File: src/rtl/seq_pkg.sv
// Shared types and constants for the parametrised serial pattern detector.
package seq_pkg;

    typedef enum logic {
        NON_OVERLAP = 1'b0,
        OVERLAP     = 1'b1
    } det_mode_e;

    localparam logic [3:0] DEFAULT_PATTERN_4 = 4'b1011;

    // Width needed to count 0..pat_w valid history bits.
    function automatic int sw_of(input int pat_w);
        return $clog2(pat_w + 1);
    endfunction

endpackage

File: src/rtl/sat_counter.sv
// Up-counter that holds at all-ones; clear wins over increment.
module sat_counter #(
    parameter int CNT_W = 8
) (
    input  logic             clk,
    input  logic             rst,
    input  logic             inc,
    input  logic             clr,
    output logic [CNT_W-1:0] count
);

    logic [CNT_W-1:0] count_d;
    logic [CNT_W-1:0] count_q;

    always_comb begin
        // NOTE: defaulting every combinational output first keeps this block latch-free.
        count_d = count_q;
        if (clr) begin
            count_d = '0;
        end else if (inc && (count_q != '1)) begin
            count_d = count_q + CNT_W'(1);
        end
    end

    // NOTE: state registers use non-blocking assignments so all flops update together.
    always_ff @(posedge clk or posedge rst) begin
        if (rst) begin
            count_q <= '0;
        end else begin
            count_q <= count_d;
        end
    end

    assign count = count_q;

endmodule

File: src/rtl/seq_detect_param.sv
// Serial PAT_W-bit pattern detector with run-time pattern reload,
// selectable overlapping detection and a saturating match counter.
module seq_detect_param
    import seq_pkg::*;
#(
    parameter int               PAT_W   = 4,
    parameter logic [PAT_W-1:0] PATTERN = PAT_W'(DEFAULT_PATTERN_4),
    parameter int               OVERLAP = 1,
    parameter int               CNT_W   = 8
) (
    input  logic                      CLK,
    input  logic                      RESET,
    input  logic                      x,
    input  logic                      en,
    input  logic                      pat_load,
    input  logic [PAT_W-1:0]          pat_in,
    input  logic                      clr_cnt,
    output logic                      F,
    output logic [sw_of(PAT_W)-1:0]   S,
    output logic [CNT_W-1:0]          match_count
);

    localparam int             SW     = sw_of(PAT_W);
    localparam det_mode_e      MODE   = (OVERLAP != 0) ? seq_pkg::OVERLAP : NON_OVERLAP;
    localparam logic [SW-1:0]  S_MAX  = SW'(PAT_W);
    localparam logic [SW-1:0]  S_THR  = SW'(PAT_W - 1);

    logic [PAT_W-1:0] pat_d,  pat_q;
    logic [PAT_W-1:0] hist_d, hist_q;
    logic [SW-1:0]    s_d,    s_q;
    logic             f_d,    f_q;
    logic [PAT_W-1:0] nh;
    logic             match;

    assign nh = {hist_q[PAT_W-2:0], x};

    always_comb begin
        pat_d  = pat_q;
        hist_d = hist_q;
        s_d    = s_q;
        f_d    = 1'b0;
        match  = 1'b0;
        if (pat_load) begin
            // A reload restarts the history; the sample in this cycle is discarded.
            pat_d  = pat_in;
            hist_d = '0;
            s_d    = '0;
        end else if (en) begin
            match  = (nh == pat_q) && (s_q >= S_THR);
            hist_d = nh;
            f_d    = match;
            if (match && (MODE == NON_OVERLAP)) begin
                s_d = '0;
            end else if (s_q != S_MAX) begin
                s_d = s_q + SW'(1);
            end
        end
    end

    always_ff @(posedge CLK or posedge RESET) begin
        if (RESET) begin
            pat_q  <= PATTERN;
            hist_q <= '0;
            s_q    <= '0;
            f_q    <= 1'b0;
        end else begin
            pat_q  <= pat_d;
            hist_q <= hist_d;
            s_q    <= s_d;
            f_q    <= f_d;
        end
    end

    sat_counter #(
        .CNT_W(CNT_W)
    ) u_cnt (
        .clk  (CLK),
        .rst  (RESET),
        .inc  (match),
        .clr  (clr_cnt),
        .count(match_count)
    );

    assign F = f_q;
    assign S = s_q;

endmodule
File: config.mk
export PLATFORM = sky130hd
export DESIGN_NAME = seq_detect_param
export DESIGN_NICKNAME = d
export VERILOG_FILES = /design/src/rtl/seq_pkg.sv /design/src/rtl/sat_counter.sv /design/src/rtl/seq_detect_param.sv
export SDC_FILE = /design/constraint.sdc
export NUM_CORES = 1
export LEC_CHECK = 0
export CORE_MARGIN = 4
export CORE_UTILIZATION = 53
export CTS_CLUSTER_DIAMETER = 30
export CTS_CLUSTER_SIZE = 24
export DETAILED_ROUTE_END_ITERATION = 8
export PLACE_DENSITY = 0.79
export SLEW_MARGIN = 10
export SYNTH_ARGS = -nofsm -noshare
export SYNTH_HDL_FRONTEND = slang
export SYNTH_SLANG_ARGS = --single-unit
File: constraint.sdc
create_clock -name CLK -period 3.7 [get_ports CLK]
set_input_delay 1.11 -clock CLK [delete_from_list [all_inputs] [get_ports CLK]]
set_output_delay 1.11 -clock CLK [all_outputs]
set_load 0.1 [all_outputs]
# [Word level (Yosys, flattened, before mapping)]
# Index checks and enable logic that the tools add are counted.
[word_totals] regBits=19 input_bits=10 output_inout_bits=12 elab_cells=26
[op_classes] add_sub_neg=2 magnitude_cmp=1 n_eq_ne=3 muxes=9 reduce_logical=6
[ops] op="8-bit 2-to-1 mux" count=2
[ops] op="3-bit 2-to-1 mux" count=5
[ops] op="8-bit by 1-bit adder with 8-bit output, second input constant" count=1
[ops] op="8-bit != test, second input constant" count=1
[ops] op="2-bit nonzero test" count=3
[ops] op="4-bit == test" count=1
[ops] op="3-bit by 1-bit adder with 3-bit output, second input constant" count=1
[ops] op="3-bit by 2-bit >= comparator with 1-bit output, second input constant" count=1
[ops] op="3-bit != test, second input constant" count=1
[ops] op="1-bit logical AND" count=2
[ops] op="1-bit 2-to-1 mux" count=2
[ops] op="2-bit AND reduction" count=1

# [Depth between registers and ports, before layout]
# Gate-level depths: netlist of the first run.
[logic_depth] word_depth=7 mapped_depth=6 depth_no_buf=6

# [Hierarchy]
# From an unflattened synthesis of the first run, not the netlist that was laid out.
[hier_totals] hier_cells=95 area_unflattened_um2=1066.0
[modules_own_cells] mod="seq_detect_param" instances=1 cells_each=46 area_per_inst_um2=561.8 seq_area_each_um2=279.0
[modules_own_cells] mod="sat_counter" instances=1 cells_each=49 area_per_inst_um2=504.2 seq_area_each_um2=200.2

# [Worst setup path before layout of the first run]
# No wires, ideal clock.
[synth_timing] path_kind="register to register" from="register s_q[0] (netlist: S[0])" to="register u_cnt.count_q[5] (netlist: u_cnt.count[5])" setup_ns=0.125 arrival_ns=2.264 t_required_ns=3.575 slack_ns=1.311 path_stages_with_launch=7 n_path_buf=0 synth_period_minus_slack_ns=2.389 path_cell_list="dfrtp_1 ha_1 ha_1 a211o_1 nand4_4 nor4_1 mux2_2"
[synth_between] elab_chain_len=6
[synth_rtl] element="from (decl)" line="seq_detect_param.sv:30" source="logic [SW-1:0] s_d, s_q;"
[synth_rtl] element="from (signal assigned)" line="seq_detect_param.sv:64" source="s_q <= '0;"
[synth_rtl] element="from (signal assigned)" line="seq_detect_param.sv:69" source="s_q <= s_d;"
[synth_rtl] element="3-bit by 2-bit >= comparator with 1-bit output" line="seq_detect_param.sv:49" source="match = (nh == pat_q) && (s_q >= S_THR);"
[synth_rtl] element="1-bit logical AND" line="seq_detect_param.sv:49"
[synth_rtl] element="1-bit 2-to-1 mux" line="seq_detect_param.sv:48" source="end else if (en) begin"
[synth_rtl] element="1-bit 2-to-1 mux" line="seq_detect_param.sv:43" source="if (pat_load) begin"
[synth_rtl] element="1-bit logical AND" line="sat_counter.sv:20" source="end else if (inc && (count_q != '1)) begin"
[synth_rtl] element="2-bit nonzero test (no line)"
[synth_rtl] element="to (signal assigned)" line="sat_counter.sv:30" source="count_q <= count_d;"
[synth_rtl] element="to (decl)" line="sat_counter.sv:13" source="logic [CNT_W-1:0] count_q;"
# No other way between the ends.
# A chain may end at the register's enable or synchronous reset.

# [Worst setup path after layout of the first run]
[layout_timing] from="input pat_load" to="register u_cnt.count_q[5] (netlist: u_cnt.count[5])"
[layout_between] elab_chain_len=3
[layout_rtl] element="from (decl)" line="seq_detect_param.sv:15" source="input logic pat_load,"
[layout_rtl] element="1-bit 2-to-1 mux" line="seq_detect_param.sv:43"
[layout_rtl] element="1-bit logical AND" line="sat_counter.sv:20"
[layout_rtl] element="2-bit nonzero test (no line)"
# No other way between the ends.

==> metrics, run 1 <==
register area share after synthesis 44.85%; Max IR drop VDD 247.8 uV; Top FF cell, synth dfrtp_1; Final setup viols 0; Ports 22; row cnt 15; crit start category input pin; top post-synthesis cells by count dfrtp_1 (16), nor2_1 (10), mux2_2 (7); Die Span X 52.90 microns; final WL 1926 microns; outcome complete, no violations; Synth area leader dfrtp_1; area of the multi-input gates 551.8 sq um; initial antenna violation count 0; worst reg-to-reg path cell count 6; Syn Area/Cell 11.13 sq um; Synth Instances 96; core area 1821 sq um; via-per-instance ratio 5.594; hold endpoint hist_q[2]; H-tree levels 1; mapped cell area 1069 sq um; Setup TNS Final 0 ns; worst slew pin tran 0.6915 ns; Pwr Density 327.3 nW/um^2; largest net degree at the start of global routing 20; yosys warns 0; CTS tree built; total number of vias 800; clock sink count 19; Setup Buffers After CTS 0; DIE HEIGHT 52.90 microns; Critical-path top delay cell clkdlybuf4s50_1; Async S/R FF share, synth 100.0%; Cells on Worst Hold Path 2; count leader, synth dfrtp_1; Clk pin slew, worst setup/hold paths 0.10 ns; Hold-fix buffers, CTS 0; vias in the first global route 803; Reg2Reg Setup Slack 1.78 ns; Synthesized Nets 110; Synth area leaders dfrtp_1 (37%), dfstp_2 (7.4%), mux2_2 (7.4%); post-route DRC violation count 0; RSZ-0062 raised after global routing false; Final #Nets 133; # fillers 150; post-synth top area share 37.47%; ANT nets after route 0; kind of critical path input pin to flip-flop; Synth-to-Final Area Change 20.49%; reg2reg start S[0]; register area 479.2 sq um; hold path start hist_q[2]; r2r endpoint u_cnt.count[5]; number of diodes 0; Port Buffers 21; crit share post-route 75.53%; 1st-pass router iterations 4; Slew Limit Fails 0; layout cells sized above 1 26.27%; synthesized flop and latch total 19; nature of the critical path endpoint flip-flop; Clk Latency, worst-skew pair 0.29 ns; EDFF count, synth 0; Max clock buf depth 2; Post-CTS Resized 0; total power 421.4 uW; clock buffer count from CTS 3; root buf cell clkbuf_4; FMAX 357.8 MHz; CP peak stage delay 0.61 ns; min cycle time layout 2.795 ns; HPWL Detailed 1424 microns; Critical Path, Cell by Cell clkdlybuf4s50_1 > and2b_4 > nand4_4 > nor4_1 > mux2_2; first-pass GRT wire length 3325 microns; Pleak 0.0005809 uW; first-iteration detailed-routing DRC count 27; Total Routing Usage GR 16.27%; gr ovfl total 0; GP Congestion 0.7966; CP arrival 2.99 ns; Req. time, crit path 3.89 ns; crit path max fanout 11; max_slew headroom 53.85%; Starting Density 58.69%; Wirelength per Cell 13.47 microns; max_cap viols 0; Final Skew 0.001399 ns; Tightest Hold Check Type flip-flop to flip-flop; die area 2798 sq um; Final Hold Viols 0; post-synth cell types 31
==> report_power, final <==
part           internal (uW)  switching [uW]  leakage (uW)  total [uW]
Combinational           36.0            51.8      0.000316        87.9
Clock                   42.0            62.4     0.0000150         104
Sequential               218            10.7      0.000250         229
==> layout make-up <==
| type | count | area share [%] |
|---|---|---|
| Inverter | 5 | 1.458 |
| Sequential cell | 19 | 37.22 |
| Tap cell | 25 | 2.430 |
| Multi-Input combinational cell | 69 | 42.86 |
| Clock buffer | 4 | 2.041 |
| Timing Repair Buffer | 21 | 13.99 |
==> kinds of logic (layout without fill, tap and decap cells) <==
logic type / count (synthesis) / after routing / synth area share [%]
AO/OA/AOI/OAI: 15 / 15 / 9.250
flip-flops: 19 / 19 / 44.85
multiplexers: 11 / 11 / 11.24
buffers and inverters: 8 / 30 / 3.513
adder cells (fa/ha/maj): 4 / 4 / 4.684
XOR/XNOR: 5 / 5 / 7.611
AND/OR/NAND/NOR: 34 / 34 / 18.85
==> how the worst max path moves through the flow <==
stage                                 to  startpoint  cells after the start  slack (ns)
after floorplan           u_cnt.count[5]        S[0]                      6        1.31
after global placement    u_cnt.count[5]    pat_load                      5        0.67
after detailed placement  u_cnt.count[7]    pat_load                      5        0.62
after CTS                 u_cnt.count[5]    pat_load                      5        0.90
after global routing      u_cnt.count[5]    pat_load                      5        0.80
final                     u_cnt.count[5]    pat_load                      5        0.91
==> per-layer routing <==
| layer | part of all wire, % | up-vias | GRT usage, % |
|---|---|---|---|
| met1 | 43 | 381 | 19.04 |
| met2 | 48 | 30 | 28.72 |
| li1 | - | 384 | - |
| met3 | 6.4 | 5 | 3.380 |
| met5 | 0 | - | 0 |
| met4 | 1.8 | 0 | 6.383 |
==> registers in the layout (all words and copies together) (netlist names) <==
signal	cells
pat_q	4
F	1
S	3
hist_q	3
u_cnt.count	8
==> worst max-delay path, delay by kind of cell <==
family | cells | cell delay, ns
buffers and inverters | 1 | 0.61
and+or+nand+nor | 3 | 0.90
muxes | 1 | 0.37
==> cells in the final DEF, fill, tap and decap left out, drive strengths merged, types with 2 or more instances in the layout <==
| master | n |
|---|---|
| dfrtp | 16 |
| inv | 5 |
| nand4 | 2 |
| xnor2 | 5 |
| o21ai | 3 |
| dfstp | 3 |
| nand3 | 6 |
| clkbuf | 4 |
| nor2b | 4 |
| nor4 | 3 |
| nor2 | 10 |
| ha | 4 |
| nand2 | 2 |
| a21oi | 6 |
| or4 | 2 |
| buf | 12 |
| mux2 | 8 |
| o31ai | 2 |
| clkdlybuf4s50 | 9 |
| mux2i | 3 |
==> per-stage QoR <==
step | hold slack, ns | worst slack, ns | instance area [sq um] | std cells | utilization (%)
2_1_floorplan | 0.5074 | 1.311 | 1069 | 96 | -
3_3_place_gp | 0.5521 | 0.6714 | 1261 | 139 | 69.28
3_5_place_dp | 0.5577 | 0.6153 | 1261 | 139 | 69.28
4_1_cts | 0.5825 | 0.8953 | 1287 | 143 | 70.72
5_1_grt | 0.6283 | 0.7992 | 1287 | 143 | 70.72
6_report | 0.5735 | 0.9054 | 1287 | 143 | 70.72
Note: power is estimated with default switching activity, not from simulation.
==> run 2, diff against run 1 <==
--- a/config.mk
+++ b/config.mk
@@ -6,11 +6,11 @@
 export NUM_CORES = 1
 export LEC_CHECK = 0
 export CORE_MARGIN = 4
-export CORE_UTILIZATION = 53
+export CORE_UTILIZATION = 50
 export CTS_CLUSTER_DIAMETER = 30
 export CTS_CLUSTER_SIZE = 24
 export DETAILED_ROUTE_END_ITERATION = 8
-export PLACE_DENSITY = 0.79
+export PLACE_DENSITY = 0.75
 export SLEW_MARGIN = 10
 export SYNTH_ARGS = -nofsm -noshare
 export SYNTH_HDL_FRONTEND = slang
==> constraint.sdc (replaced) <==
create_clock -name CLK -period 2.75 [get_ports CLK]
set_input_delay 0.825 -clock CLK [delete_from_list [all_inputs] [get_ports CLK]]
set_output_delay 0.825 -clock CLK [all_outputs]
set_load 0.1 [all_outputs]
==> run 2 against run 1 <==
Net effect:
- wire length shrank 2.1%
- critical path depth is the same
- worst setup slack lost 0.42 ns
- power grew 34%
- die area grew 5.1%
- via count shrank 0.38%
- flip-flop and latch count is the same
- sequential share of layout area shrank 0.53 points
- sequential power grew 34%
- clock skew grew 0.00096 ns
- combinational power grew 37%
- first-iteration DRC count shrank 15%
- largest cell class unchanged
==> metrics, run 2 (synthesis gave the netlist of run 1 again) <==
crit share post-route 82.41%; Clk Latency, worst-skew pair 0.29 ns (about the same); FMAX 441.3 MHz; Reg2Reg Setup Slack 0.84 ns (was 1.78 ns); CP Buf/Inv Count 1 (unchanged); clock buffer count from CTS 3 (unchanged); H-tree levels 1 (unchanged); layout cells sized above 1 28.33% (was 26.27%); DIE HEIGHT 54.23 microns (was 52.90 microns); Port Buffers 21 (unchanged); Wirelength per Cell 12.83 microns (was 13.47 microns); Placed Area 1279 sq um (was 1261 sq um); Slew Limit Fails 0 (unchanged); crit-path leading delay family buffers and inverters (was simple AND/OR/NAND/NOR gates); Total Routing Usage GR 15.08% (was 16.27%); crit start category input pin (unchanged); outcome complete, no violations (unchanged); Ports 22 (unchanged); Post-CTS Resized 0 (unchanged); row cnt 16 (was 15); 1st-pass router iterations 4 (unchanged); first-pass GRT wire length 3236 microns (was 3325 microns); kind of critical path input pin to flip-flop (unchanged); Setup TNS Final 0 ns (unchanged); vias in the first global route 752 (was 803); final WL 1886 microns (was 1926 microns); Max IR drop VDD 295.1 uV (was 247.8 uV); HPWL Detailed 1484 microns (was 1424 microns); number of flip-flops in the largest register 8 (unchanged); Max clock buf depth 2 (unchanged); core area 2002 sq um (was 1821 sq um); fin util 65.25% (was 70.72%); commonest non-fill, non-tap cell in the layout dfrtp_1 (unchanged); most frequent cells in the layout dfrtp_1 (16), buf_4 (14), nor2_1 (10) (was dfrtp_1 (16), buf_4 (12), nor2_1 (10)); fin area 1306 sq um (was 1287 sq um); GP Congestion 0.8238 (was 0.7966); Tightest Hold Check Type flip-flop to flip-flop (unchanged); Synth-to-Final Area Change 22.25% (was 20.49%); Critical Path, Cell by Cell clkdlybuf4s50_1 > xnor2_1 > o211ai_2 > nor4_1 > mux2_2 (was clkdlybuf4s50_1 > and2b_4 > nand4_4 > nor4_1 > mux2_2); total power 565.7 uW (was 421.4 uW); ANT nets after route 0 (unchanged); max_slew headroom 52.59% (was 53.85%); gr ovfl total 0 (unchanged); max_cap viols 0 (unchanged); Final #Nets 135 (was 133); number of diodes 0 (unchanged); CP peak stage delay 0.44 ns (was 0.61 ns); Die Span X 54.23 microns (was 52.90 microns); Clk pin slew, worst setup/hold paths 0.11 ns (was 0.10 ns); post-route DRC violation count 0 (unchanged); CP arrival 2.45 ns (was 2.99 ns); total number of vias 797 (was 800); Final Hold Viols 0 (unchanged); Pleak 0.0005932 uW (was 0.0005809 uW); nature of the critical path endpoint flip-flop (unchanged); initial antenna violation count 0 (unchanged); CTS tree built (unchanged); crit path max fanout 10 (was 11); Hold-fix buffers, CTS 0 (unchanged); largest net degree at the start of global routing 20 (unchanged); Final Skew 0.002358 ns (was 0.001399 ns); routed wl met3 106 microns (was 123 microns); top sig layer met4 (unchanged); DRT met1 WL 810 microns (was 837 microns); clock sink count 19 (unchanged); first-iteration detailed-routing DRC count 23 (was 27); Setup Buffers After CTS 0 (unchanged); worst slew pin tran 0.7104 ns (was 0.6915 ns); Critical-path top delay cell clkdlybuf4s50_1 (unchanged); Post-Place Setup Slack 0.1539 ns (was 0.6153 ns); RSZ-0062 raised after global routing false (unchanged); final worst setup slack 0.4838 ns (was 0.9054 ns); Final setup viols 0 (unchanged); DR WL met2 959 microns (was 930 microns); root buf cell clkbuf_4 (unchanged); Pwr Density 433.1 nW/um^2 (was 327.3 nW/um^2); via-per-instance ratio 5.422 (was 5.594); min cycle time layout 2.266 ns; Starting Density 53.38% (was 58.69%); die area 2941 sq um (was 2798 sq um); Req. time, crit path 2.94 ns (was 3.89 ns)
==> run 2: cell types whose count changed in the layout (fill, tap and decap cells not counted), sizes merged <==
cell	change
buf	+2
clkbuf	-1
clkinv	+1
==> run 2: power breakdown <==
group          internal [uW]  switching (uW)
Sequential               294            14.4
Combinational           50.2            69.4
Clock                   54.0            83.8
Total                    398             168
==> run 2: worst reg2reg max path: cells and delay by family (launching register included) <==
family	cells	cell delay [ns]
AO/OA/AOI/OAI	1	0.15
adder cells (fa/ha/maj)	2	0.32
flip-flops	1	0.44
multiplexers	1	0.38
AND/OR/NAND/NOR	2	0.50
==> run 2: stage by stage <==
stage / hold WS, ns / instances
floorplan: 0.5074 / 96
finish: 0.5617 / 147
CTS: 0.5648 / 147
global placement: 0.5348 / 143
detailed placement: 0.5389 / 143
global route: 0.6227 / 147
==> run 2: metal layers <==
layer | up-vias | global-route usage [%]
met3 | 2 | 3.542
met1 | 386 | 18.48
li1 | 393 | -
met4 | 0 | 3.734
met2 | 16 | 26.49
met5 | - | 0
==> run 2: area by class of cell <==
cell class / instances / area, sq um
clock inverters: 1 / 5.005
well taps: 27 / 33.78
clock buffers: 3 / 22.52
inverters: 5 / 18.77
multi-input cells: 69 / 551.8
repair buffers: 23 / 195.2
fillers: 159 / 695.7
flip-flops and latches: 19 / 479.2
==> run 2: worst paths after layout <==
path,endpoint,cells past startpoint,startpoint
max reg2reg,u_cnt.count[6],6,S[0]
max,u_cnt.count[6],5,x
max in group asynchronous,S[2],2,RESET
min in group asynchronous,u_cnt.count[2],2,RESET
min,hist_q[2],2,hist_q[2]
min reg2reg,hist_q[2],2,hist_q[2]
==> run 3, diff against run 2 <==
==> constraint.sdc (replaced) <==
create_clock -name CLK -period 2.3 [get_ports CLK]
set_input_delay 0.69 -clock CLK [delete_from_list [all_inputs] [get_ports CLK]]
set_output_delay 0.69 -clock CLK [all_outputs]
set_load 0.1 [all_outputs]
==> run 3 against run 2 <==
Net effect:
- sequential power is 20% higher
- cell count increased by 3.4%
- wire length is 5.6% higher
- critical path depth did not move
- count of clock-buffer cells in the layout did not move
- clock power is 24% higher
- non-clock buffer count is 5 higher
- clock skew down 0.0014 ns
- register-to-register slack got worse by 0.45 ns
- design area rose by 5.0%
- power increased by 23%
- flip-flop and latch count stayed put
- largest power group unchanged
==> metrics, run 3 (synthesis gave the netlist of run 1 again) <==
root buf cell clkbuf_4 (unchanged); Wirelength per Cell 13.10 microns (was 12.83 microns); Tightest Hold Check Type flip-flop to flip-flop (unchanged); clock network power share 24.6% (was 24.4%); clock buffer count from CTS 3 (unchanged); Final setup viols 0 (unchanged); Final Skew 0.0009379 ns (was 0.002358 ns); layout cells sized above 1 32.80% (was 28.33%); 1st-pass router iterations 4 (unchanged); total number of vias 819 (was 797); sequential share of power 53.1% (was 54.5%); gr ovfl total 0 (unchanged); FMAX 484.2 MHz; nature of the critical path endpoint flip-flop (unchanged); min cycle time layout 2.065 ns; Cells after DPL 148 (was 143); Hold-fix buffers, CTS 0 (unchanged); largest net degree at the start of global routing 13 (was 20); H-tree levels 1 (unchanged); Net Sw Frac 30.04% (was 29.62%); Post-CTS Resized 0 (unchanged); number of diodes 0 (unchanged); HPWL Detailed 1593 microns (was 1484 microns); Die Span X 54.23 microns (unchanged); Clk pin slew, worst setup/hold paths 0.11 ns (about the same); post-layout instance count excluding filler cells 152 (was 147); crit start category input pin (unchanged); first-pass GRT wire length 3353 microns (was 3236 microns); ANT nets after route 0 (unchanged); crit path max fanout 7 (was 10); crit-path leading delay family buffers and inverters (unchanged); kind of critical path input pin to flip-flop (unchanged); outcome complete, no violations (unchanged); vias in the first global route 754 (was 752); Starting Density 53.38% (unchanged); RSZ-0062 raised after global routing false (unchanged); post-route DRC violation count 0 (unchanged); CP peak stage delay 0.44 ns (about the same); Slew Limit Fails 0 (unchanged); Net Sw Power 209.1 uW (was 167.6 uW); Port Buffers 21 (unchanged); clock sink count 19 (unchanged); die area 2941 sq um (unchanged); Post-Place Setup Slack -0.08122 ns (was 0.1539 ns); final WL 1991 microns (was 1886 microns); Max IR drop VDD 359.2 uV (was 295.1 uV); Synth-to-Final Area Change 28.34% (was 22.25%); register area 481.7 sq um (was 479.2 sq um); Total Routing Usage GR 15.89% (was 15.08%); fin area 1371 sq um (was 1306 sq um); GP Congestion 0.8128 (was 0.8238); row cnt 16 (unchanged); Critical-path top delay cell clkdlybuf4s50_1 (unchanged); Req. time, crit path 2.49 ns (was 2.94 ns); CP Buf/Inv Count 1 (unchanged); initial antenna violation count 0 (unchanged); area of the multi-input gates 551.8 sq um (unchanged); number of flip-flops in the largest register 8 (unchanged); core area 2002 sq um (unchanged); internal power 487.0 uW (was 398.2 uW); Clk Latency, worst-skew pair 0.29 ns (about the same); Placed Area 1344 sq um (was 1279 sq um); Pleak 0.0006184 uW (was 0.0005932 uW); max_cap viols 0 (unchanged); CP arrival 2.26 ns (was 2.45 ns); Setup Buffers After CTS 0 (unchanged); Final Hold Viols 0 (unchanged); commonest non-fill, non-tap cell in the layout buf_4 (was dfrtp_1); worst slew pin tran 0.4101 ns (was 0.7104 ns); Max clock buf depth 2 (unchanged); max_slew headroom 72.57% (was 52.59%); # fillers 168 (was 159); most frequent cells in the layout buf_4 (17), dfrtp_1 (14), nor2_1 (10) (was dfrtp_1 (16), buf_4 (14), nor2_1 (10)); Critical Path, Cell by Cell clkdlybuf4s50_1 > xnor2_1 > o211ai_2 > nor4_1 > mux2_2 (unchanged); CTS tree built (unchanged); via-per-instance ratio 5.388 (was 5.422); first-iteration detailed-routing DRC count 9 (was 23); Logic pwr share 22.3% (was 21.1%); DIE HEIGHT 54.23 microns (unchanged); final worst setup slack 0.2349 ns (was 0.4838 ns); Pwr Density 507.6 nW/um^2 (was 433.1 nW/um^2); Final #Nets 140 (was 135); Ports 22 (unchanged); crit share post-route 89.79%
==> run 3: cell types whose count changed in the layout (fill, tap and decap cells not counted) <==
cell     previous run  this run
buf_4              14        17
buf_12              0         2
dfrtp_1            16        14
dfrtp_2             0         2
==> run 3: power by group through the flow <==
| stage | Combinational (uW) | Clock (uW) | Sequential, uW |
|---|---|---|---|
| 2_1_floorplan | 75.2 | 0 | 406 |
| 3_3_place_gp | 153 | 0 | 375 |
| 3_5_place_dp | 157 | 0 | 376 |
| 4_1_cts | 158 | 177 | 370 |
| 5_1_grt | 170 | 193 | 372 |
| 6_report | 156 | 171 | 370 |
==> run 3: area by class of cell <==
cell class                      instances  share of cell area, %
Sequential cell                        19                  35.13
Multi-Input combinational cell         69                  40.24
Timing Repair Buffer                   28                  18.80
Tap cell                               27                  2.463
Inverter                                5                  1.369
Clock buffer                            3                  1.642
Clock inverter                          1                 0.3650
==> run 3: final timing paths <==
path,depth (start not counted),startpoint,end,slack (ns)
setup / recovery,5,x,u_cnt.count[5],0.23
hold / removal,2,hist_q[2],hist_q[2],0.56
setup reg to reg,6,S[0],u_cnt.count[2],0.39
hold reg to reg,2,hist_q[2],hist_q[2],0.56
max in group asynchronous,3,RESET,pat_q[3],1.10
min in group asynchronous,2,RESET,S[2],0.65
==> run 3: worst min-delay path, stage by stage (launching register included) <==
cell and delay [ns]:
dfrtp_1 0.38, mux2i_1 0.07, nor2_1 0.07
==> run 3: metal layers <==
metal | track usage [%] | wire length [microns]
met1 | 20.21 | 857
met2 | 26.69 | 1018
met3 | 2.452 | 97
met4 | 6.639 | 18
met5 | 0 | 0
==> run 3: metrics by stage <==
step / TNS (ns) / util, % / total power (uW) / hold slack (ns)
5_1_grt: 0 / 68.50 / 735.0 / 0.6090
4_1_cts: 0 / 68.50 / 704.6 / 0.5689
3_5_place_dp: -0.2006 / 67.13 / 533.6 / 0.5417
6_report: 0 / 68.50 / 696.1 / 0.5587
2_1_floorplan: 0 / - / 481.4 / 0.5074
3_3_place_gp: -0.08523 / 67.13 / 527.8 / 0.5341
